**src/rtl/fuzz_round_ctrl.sv**
```systemverilog
// Round controller for a fuzzing harness: sequences reload, core reset hold,
// the run phase and a one-cycle report. While the core runs, it raises a
// software interrupt when coverage stalls or the watchdog expires.
module fuzz_round_ctrl #(
    parameter int unsigned MAX_WAIT_CYCLE = 1000,
    parameter int unsigned WATCHDOG_LIMIT = 50000,
    parameter int unsigned MAX_CYCLES     = 2000000000,
    parameter int unsigned RESET_CYCLES   = 4
) (
    input  logic        clock,
    input  logic        reset,
    input  logic        start,
    input  logic        reload_done,
    input  logic [63:0] tohost,
    input  logic [29:0] cov,
    output logic        core_reset,
    output logic        interrupt,
    output logic        busy,
    output logic        round_valid,
    output logic [1:0]  round_status,
    output logic [63:0] cycle_count
);

    typedef enum logic [2:0] {
        ST_IDLE,
        ST_LOAD,
        ST_HOLD,
        ST_RUN,
        ST_REPORT
    } state_t;

    localparam logic [7:0]  HOLD_LAST    = 8'(RESET_CYCLES - 1);
    localparam logic [63:0] MAX_CYCLES_W = 64'(MAX_CYCLES);
    localparam logic [63:0] WD_LIMIT_W   = 64'(WATCHDOG_LIMIT);
    localparam logic [63:0] MAX_WAIT_W   = 64'(MAX_WAIT_CYCLE);
    localparam logic [1:0]  STATUS_PASS    = 2'd0;
    localparam logic [1:0]  STATUS_TIMEOUT = 2'd1;

    state_t      state_q, state_d;
    logic [7:0]  holdCnt_q, holdCnt_d;
    logic [63:0] cycleCnt_q, cycleCnt_d;
    logic [63:0] stallCnt_q, stallCnt_d;
    logic [63:0] watchdog_q, watchdog_d;
    logic [29:0] preCov_q, preCov_d;
    logic [1:0]  status_q, status_d;

    logic [63:0] stallLimit;
    logic        unusedTohost;

    // Only bit 0 of tohost carries the pass flag; the rest is deliberately ignored.
    assign unusedTohost = ^tohost[63:1];

    // Stall limit scales with the coverage summary's upper field; 64-bit product cannot overflow.
    assign stallLimit = MAX_WAIT_W * (64'(cov[29:19]) + 64'd1);

    // State and counter registers; reset aborts any round without reporting.
    always_ff @(posedge clock) begin
        if (reset) begin
            state_q    <= ST_IDLE;
            holdCnt_q  <= '0;
            cycleCnt_q <= '0;
            stallCnt_q <= '0;
            watchdog_q <= '0;
            preCov_q   <= '0;
            status_q   <= STATUS_PASS;
        end else begin
            state_q    <= state_d;
            holdCnt_q  <= holdCnt_d;
            cycleCnt_q <= cycleCnt_d;
            stallCnt_q <= stallCnt_d;
            watchdog_q <= watchdog_d;
            preCov_q   <= preCov_d;
            status_q   <= status_d;
        end
    end

    // Next-state logic: round sequencing plus the RUN-phase counters.
    always_comb begin
        state_d    = state_q;
        holdCnt_d  = holdCnt_q;
        cycleCnt_d = cycleCnt_q;
        stallCnt_d = stallCnt_q;
        watchdog_d = watchdog_q;
        preCov_d   = preCov_q;
        status_d   = status_q;

        case (state_q)
            ST_IDLE: begin
                if (start) begin
                    state_d    = ST_LOAD;
                    cycleCnt_d = '0;
                    stallCnt_d = '0;
                    watchdog_d = '0;
                    preCov_d   = '0;
                end
            end
            ST_LOAD: begin
                if (reload_done) begin
                    state_d   = ST_HOLD;
                    holdCnt_d = '0;
                end
            end
            ST_HOLD: begin
                if (holdCnt_q == HOLD_LAST) begin
                    state_d    = ST_RUN;
                    cycleCnt_d = 64'd1;
                end else begin
                    holdCnt_d = holdCnt_q + 8'd1;
                end
            end
            ST_RUN: begin
                if (cov != preCov_q) begin
                    preCov_d   = cov;
                    stallCnt_d = '0;
                end else if (stallCnt_q != '1) begin
                    stallCnt_d = stallCnt_q + 64'd1;
                end
                if (watchdog_q != '1) begin
                    watchdog_d = watchdog_q + 64'd1;
                end
                if (tohost[0]) begin
                    state_d  = ST_REPORT;
                    status_d = STATUS_PASS;
                end else if (cycleCnt_q >= MAX_CYCLES_W) begin
                    state_d  = ST_REPORT;
                    status_d = STATUS_TIMEOUT;
                end else begin
                    cycleCnt_d = cycleCnt_q + 64'd1;
                end
            end
            ST_REPORT: begin
                state_d = ST_IDLE;
            end
            default: begin
                state_d = ST_IDLE;
            end
        endcase
    end

    // Outputs decode the registered state; interrupt also looks at the live coverage field.
    always_comb begin
        core_reset   = (state_q != ST_RUN);
        busy         = (state_q != ST_IDLE);
        round_valid  = (state_q == ST_REPORT);
        round_status = status_q;
        cycle_count  = cycleCnt_q;
        interrupt    = (state_q == ST_RUN) &&
                       ((stallCnt_q >= stallLimit) || (watchdog_q >= WD_LIMIT_W));
    end

endmodule

```
**config.mk**
```make
export PLATFORM = sky130hd
export DESIGN_NAME = fuzz_round_ctrl
export DESIGN_NICKNAME = d
export VERILOG_FILES = /design/src/rtl/fuzz_round_ctrl.sv
export SDC_FILE = /design/constraint.sdc
export NUM_CORES = 1
export LEC_CHECK = 0
export ABC_AREA = 1
export BUFFER_PORTS_ARGS = -buffer_cell sky130_fd_sc_hd__buf_2
export CAP_MARGIN = 30
export CORE_MARGIN = 3
export CORE_UTILIZATION = 50
export DETAILED_ROUTE_END_ITERATION = 6
export GPL_ROUTABILITY_DRIVEN = 0
export MAX_ROUTING_LAYER = met4
export PLACE_DENSITY = 0.66
export SYNTH_ARGS = -nofsm -noshare
export SYNTH_HDL_FRONTEND = slang
export SYNTH_SLANG_ARGS = --single-unit
```
**constraint.sdc**
```tcl
create_clock -name clock -period 13.54 [get_ports clock]
set_input_delay 1.354 -clock clock [delete_from_list [all_inputs] [get_ports clock]]
set_output_delay 1.354 -clock clock [all_outputs]
set_load 0.05 [all_outputs]
```
==> results of run 1 <==
-- final timing paths --
| path | end | start |
|---|---|---|
| worst max-delay path | interrupt | cov[19] |
| worst min register to register | cycle_count[54] | cycle_count[54] |
| worst min-delay path | cycle_count[54] | cycle_count[54] |
| worst max register to register | watchdog_q[7] | state_q[0] |
-- layout by cell type, fill, tap and decap left out, drive strengths merged, types with 12 or more instances in the layout --
cell    count
nor4       12
clkbuf     31
or2        15
xnor2      35
o22ai      30
buf       114
o21ai      34
fa         32
ha         68
dfxtp     234
a21oi     180
inv       369
nand2     806
xor2       77
nand4      93
nor3      108
nand3     251
nor2      468
-- sequential cells by signal, indices dropped and copies added (netlist names) --
register	cells
stallCnt_q	64
holdCnt_q	8
cycle_count	64
round_status	1
preCov_q	30
state_q	3
watchdog_q	64
-- cell type report --
cell class                 instances  area [µm²]  share of cell area
antenna                            7        17.5            0.000884
tap                              455         569              0.0287
timing repair buffer             114         672              0.0339
clock inverter                    21         288              0.0145
clock buffer                      31         742              0.0374
inverter                         368        1380              0.0698
sequential                       234        4680               0.236
multi-input combinational       2241       11500               0.578
-- tightest hold or removal path: cells and delay by family, from the launching register on --
family / cells / cell delay, ps
AND/OR/NAND/NOR: 1 / 50
buffers and inverters: 1 / 60
flip-flops: 1 / 310
-- cells by family (layout without fill, tap and decap cells) --
family,Yosys count,in the layout,share of synthesized area
flops,234,234,0.261
compound gates,263,263,0.0787
fa+ha+maj,100,100,0.0830
other cells,1,8,0.000209
xor+xnor,112,112,0.0546
simple gates,1765,1765,0.421
buf+inv,457,534,0.102
-- power breakdown --
part	switching [W]	leakage, nW	internal (W)
clock network	0.000333	0.499	0.000511
registers	0.0000163	1.89	0.000703
logic	0.000723	5.33	0.000304
total	0.00107	7.71	0.00152
-- stage by stage --
stage                     std cells   util
final                          3471  0.567
after global routing           3471  0.567
after global placement         3408  0.534
after CTS                      3463  0.566
after floorplan                2932      -
after detailed placement       3411  0.536
-- per-layer routing --
layer	up-vias	global-route usage
li1	9505	-
met1	8783	0.374
met2	608	0.444
met3	89	0.0562
met4	0	0.0750
met5	-	-
==> metrics.txt, run 1 <==
status completed; global route overflow 0; DRT met1 WL 24200 µm; period utilization 0.685; worst reg-to-reg path cell count 11; Routed Antenna Nets 0; Clock Pin Slew Worst Setup and Hold Paths 60 ps; CTS tree built; largest net degree at the start of global routing 88; Distinct cells, synth 45; final worst path period need 9280 ps; WL/cell 15.5 µm; Starting DRT DRC Count 1606; Area contributors post-synth dfxtp_1 26%, nand2_1 17%, nor2_1 9.5%; startpoint type of the worst setup path input pin; PortBufs 103; Worst-Margin Slew 915 ps; global-route wire length before repair 88400 µm; wire length on met2 24000 µm; H-tree levels 1; Worst-Skew Late Latency 590 ps; post-synthesis async set-or-reset flop share 0; Synth Register Bits 234; Max rail drop VDD 172 µV; Fill cells 3572; top_reg_cell synth dfxtp_1; CP top delay family adder cells; CP max-delay cell fa_1; Worst Path Arrival 7920 ps; Slew headroom 0.385; Post-DP Area 18700 µm²; drt pass-1 iters 5; Hold Worst Slack 460 ps; WP data required 12190 ps; routed vias/inst 5.47; total clock buffers created by CTS 28; hold path depth 2; Highest Clock Rate 108 MHz; Core Footprint 35000 µm²; clk sinks 234; area delta synth->final 10.3%; vias in the first global route 17800; max cap viols 0; WP buf/inv 4; RSZ-0062 raised after global routing no; clk buf depth 3; final setup fails 0; most frequent cells after synthesis 801 x nand2_1, 454 x nor2_1, 358 x inv_1; Hold-fix buffers, CTS 0; Design Power 0.00259 W; Post-CTS Setup Bufs 0; via count 19000; Setup CP Type in2out; Post-Synthesis Cells 2932; number of synthesized flops with an enable pin 0; Synth Cell Area 18000 µm²; fin worst setup slack 4260 ps; Stages on worst setup path 28; CP dominant cell by count nor2_1; setup_tns 0 ps; register area share after synthesis 0.261; max incr delay on CP 570 ps; Leak 7.71 nW; post_cts resized 0; crit-path max FO 9; Avg Cell Area, Syn 6.13 µm²; die area 38200 µm²; cell taking the most area after synthesis dfxtp_1; finished layout cell area 19800 µm²; top cell type's share of synthesized area 0.261; layout cells sized above 1 0.0751; WL final 53800 µm; initial core utilization 0.514; DP HPWL 40000 µm; Hold Path Class reg2reg; root buffer cell clkbuf_16; Yosys Warn Count 0; chip width 196 µm; drc violations 0; Power Dens Cells 131 nW/µm²; standard-cell rows 68; fin. max-slew vios 0; Final Hold Fails 0; R2R setup slack 9260 ps; capturing element type of the critical path primary output; I/O pin count 168; dpl ws 4230 ps; Synth Net Count 3130; Post-layout nets 3185; die height 196 µm; max layer used met4; top-count cell post-synth nand2_1; routed wl met3 4060 µm; Clock Skew 28.7 ps; initial antenna violation count 7; gr usage total 0.283
Power figures use the tool's default switching activity.
==> run 2, diff against run 1 <==
Settings changed: PLACE_DENSITY 0.66 to 0.69.
Clock period 13.54 ns to 8.5 ns, I/O delays scaled along.
==> metrics.txt, run 2 (synthesized netlist as in run 1, its figures left out) <==
Hold-fix buffers, CTS 0 (unchanged); Comb pwr share 0.397 (about the same); final worst path period need 7870 ps; largest net degree at the start of global routing 109 (+24%); WL/cell 15.4 µm (-0.54%); Cell Count, Final, Fillers Out 3469 (-0.058%); Final Hold Fails 0 (unchanged); max incr delay on CP 540 ps (-30 ps); via count 19000 (+0.33%); Starting DRT DRC Count 1766 (+10%); RSZ-0062 raised after global routing no; total clock buffers created by CTS 28 (unchanged); vias in the first global route 17700 (-0.98%); Sw Share 0.406 (-0.00743); die area 38200 µm² (unchanged); initial antenna violation count 6 (-1); global-route wire length before repair 87200 µm (-1.4%); Routed Antenna Nets 0 (unchanged); setup_tns 0 ps (unchanged); area delta synth->final 10.1%; die height 196 µm (unchanged); gr usage total 0.277 (-0.00577); Hold Path Class reg2reg; CP dominant cell by count nor2_1; placed cell count 3414 (+0.088%); Post-layout nets 3187 (+0.063%); drc violations 0 (unchanged); Clock Pin Slew Worst Setup and Hold Paths 60 ps (about the same); most frequent cells in the layout 801 x nand2_1, 454 x nor2_1, 357 x inv_1; DP HPWL 39400 µm (-1.5%); period utilization 0.926; PortBufs 103 (unchanged); Leak 7.69 nW (-0.22%); area of the multi-input gates 11500 µm² (about the same); chip width 196 µm (unchanged); WL final 53500 µm (-0.60%); Worst-Skew Late Latency 570 ps (-20 ps); status completed; layout cells sized above 1 0.0735 (-0.00164); Worst Path Arrival 7020 ps (-900 ps); Post-CTS Setup Bufs 0 (unchanged); Psw 0.00167 W (+55%); routed vias/inst 5.49 (+0.39%); max cap viols 0 (unchanged); drt pass-1 iters 6 (+1); Highest Clock Rate 127 MHz; initial core utilization 0.514 (unchanged); CTS tree built; register area 4680 µm² (unchanged); Max rail drop VDD 170 µV (-1.2%); commonest non-fill, non-tap cell in the layout nand2_1; CP max-delay cell fa_1; fin. max-slew vios 0 (unchanged); Clock Skew 12.0 ps (-16.7 ps); post_cts resized 0 (unchanged); Worst-Margin Slew 987 ps (+71.6 ps); Slew headroom 0.341 (-0.0438); clk sinks 234 (unchanged); Core Footprint 35000 µm² (unchanged); Fill cells 3535 (-1.0%); I/O pin count 168 (unchanged); crit-path max FO 9 (unchanged); clock share of power 0.323 (-0.003); global route overflow 0 (unchanged); Setup CP Type in2out; clk buf depth 3 (unchanged); standard-cell rows 68 (unchanged); H-tree levels 1 (unchanged); WP data required 7650 ps (-4540 ps); capturing element type of the critical path primary output; Reg power frac 0.280 (+0.002); startpoint type of the worst setup path input pin; P_int 0.00243 W (+60%); Power Dens Cells 207 nW/µm² (+58%); final setup fails 0 (unchanged); root buffer cell clkbuf_16
[run 2: cell count changes in the layout (fill, tap and decap cells not counted), sizes merged]
cell / before / now
buf: 114 / 116
clkbuf: 31 / 38
clkinv: 10 / 4
clkinvlp: 4 / 2
diode: 7 / 6
inv: 369 / 367
[run 2: through the flow]
stage / total power [W] / hold slack, ps / util / instance area, µm² / worst slack, ps
global route: 0.00441 / 481 / 0.566 / 19800 / 81.1
detailed placement: 0.00279 / 453 / 0.536 / 18800 / 570
finish: 0.00410 / 459 / 0.566 / 19800 / 627
global placement: 0.00274 / 444 / 0.535 / 18700 / 671
CTS: 0.00413 / 460 / 0.565 / 19800 / 524
floorplan: 0.00246 / 452 / - / 18000 / 1000
[run 2: final cells by class]
cell class	instances	area share
Tap cell	455	0.0288
Timing Repair Buffer	116	0.0329
Sequential cell	234	0.237
Antenna cell	6	0.000759
Multi-Input combinational cell	2241	0.580
Inverter	368	0.0699
Clock buffer	38	0.0398
Clock inverter	11	0.0112
[run 2: path summary, 6_finish.rpt]
kind,endpoint,slack [ps],depth (start not counted),start
max,interrupt,630,29,cov[19]
min,cycle_count[55],460,2,cycle_count[55]
max reg2reg,watchdog_q[13],3600,12,state_q[0]
min reg2reg,cycle_count[55],460,2,cycle_count[55]
[run 2: per-layer routing]
metal	track usage	share of wire	vias up
met5	-	0	-
met2	0.436	0.45	700
li1	-	-	9498
met3	0.0364	0.071	136
met4	0.105	0.039	0
met1	0.365	0.44	8714
[run 2: critical path: cells and delay by family]
kind / cells / cell delay, ps
adder cells (fa/ha/maj): 6 / 2440
AND/OR/NAND/NOR: 12 / 1910
buffers and inverters: 5 / 760
AO/OA/AOI/OAI: 4 / 710
XOR/XNOR: 2 / 350
[run 2: power by group through the flow]
| stage | clock network [W] | registers [W] | logic [W] |
|---|---|---|---|
| floorplan | 0 | 0.00118 | 0.00128 |
| global placement | 0 | 0.00117 | 0.00157 |
| detailed placement | 0 | 0.00117 | 0.00162 |
| CTS | 0.00135 | 0.00115 | 0.00163 |
| global route | 0.00139 | 0.00115 | 0.00187 |
| finish | 0.00132 | 0.00115 | 0.00163 |
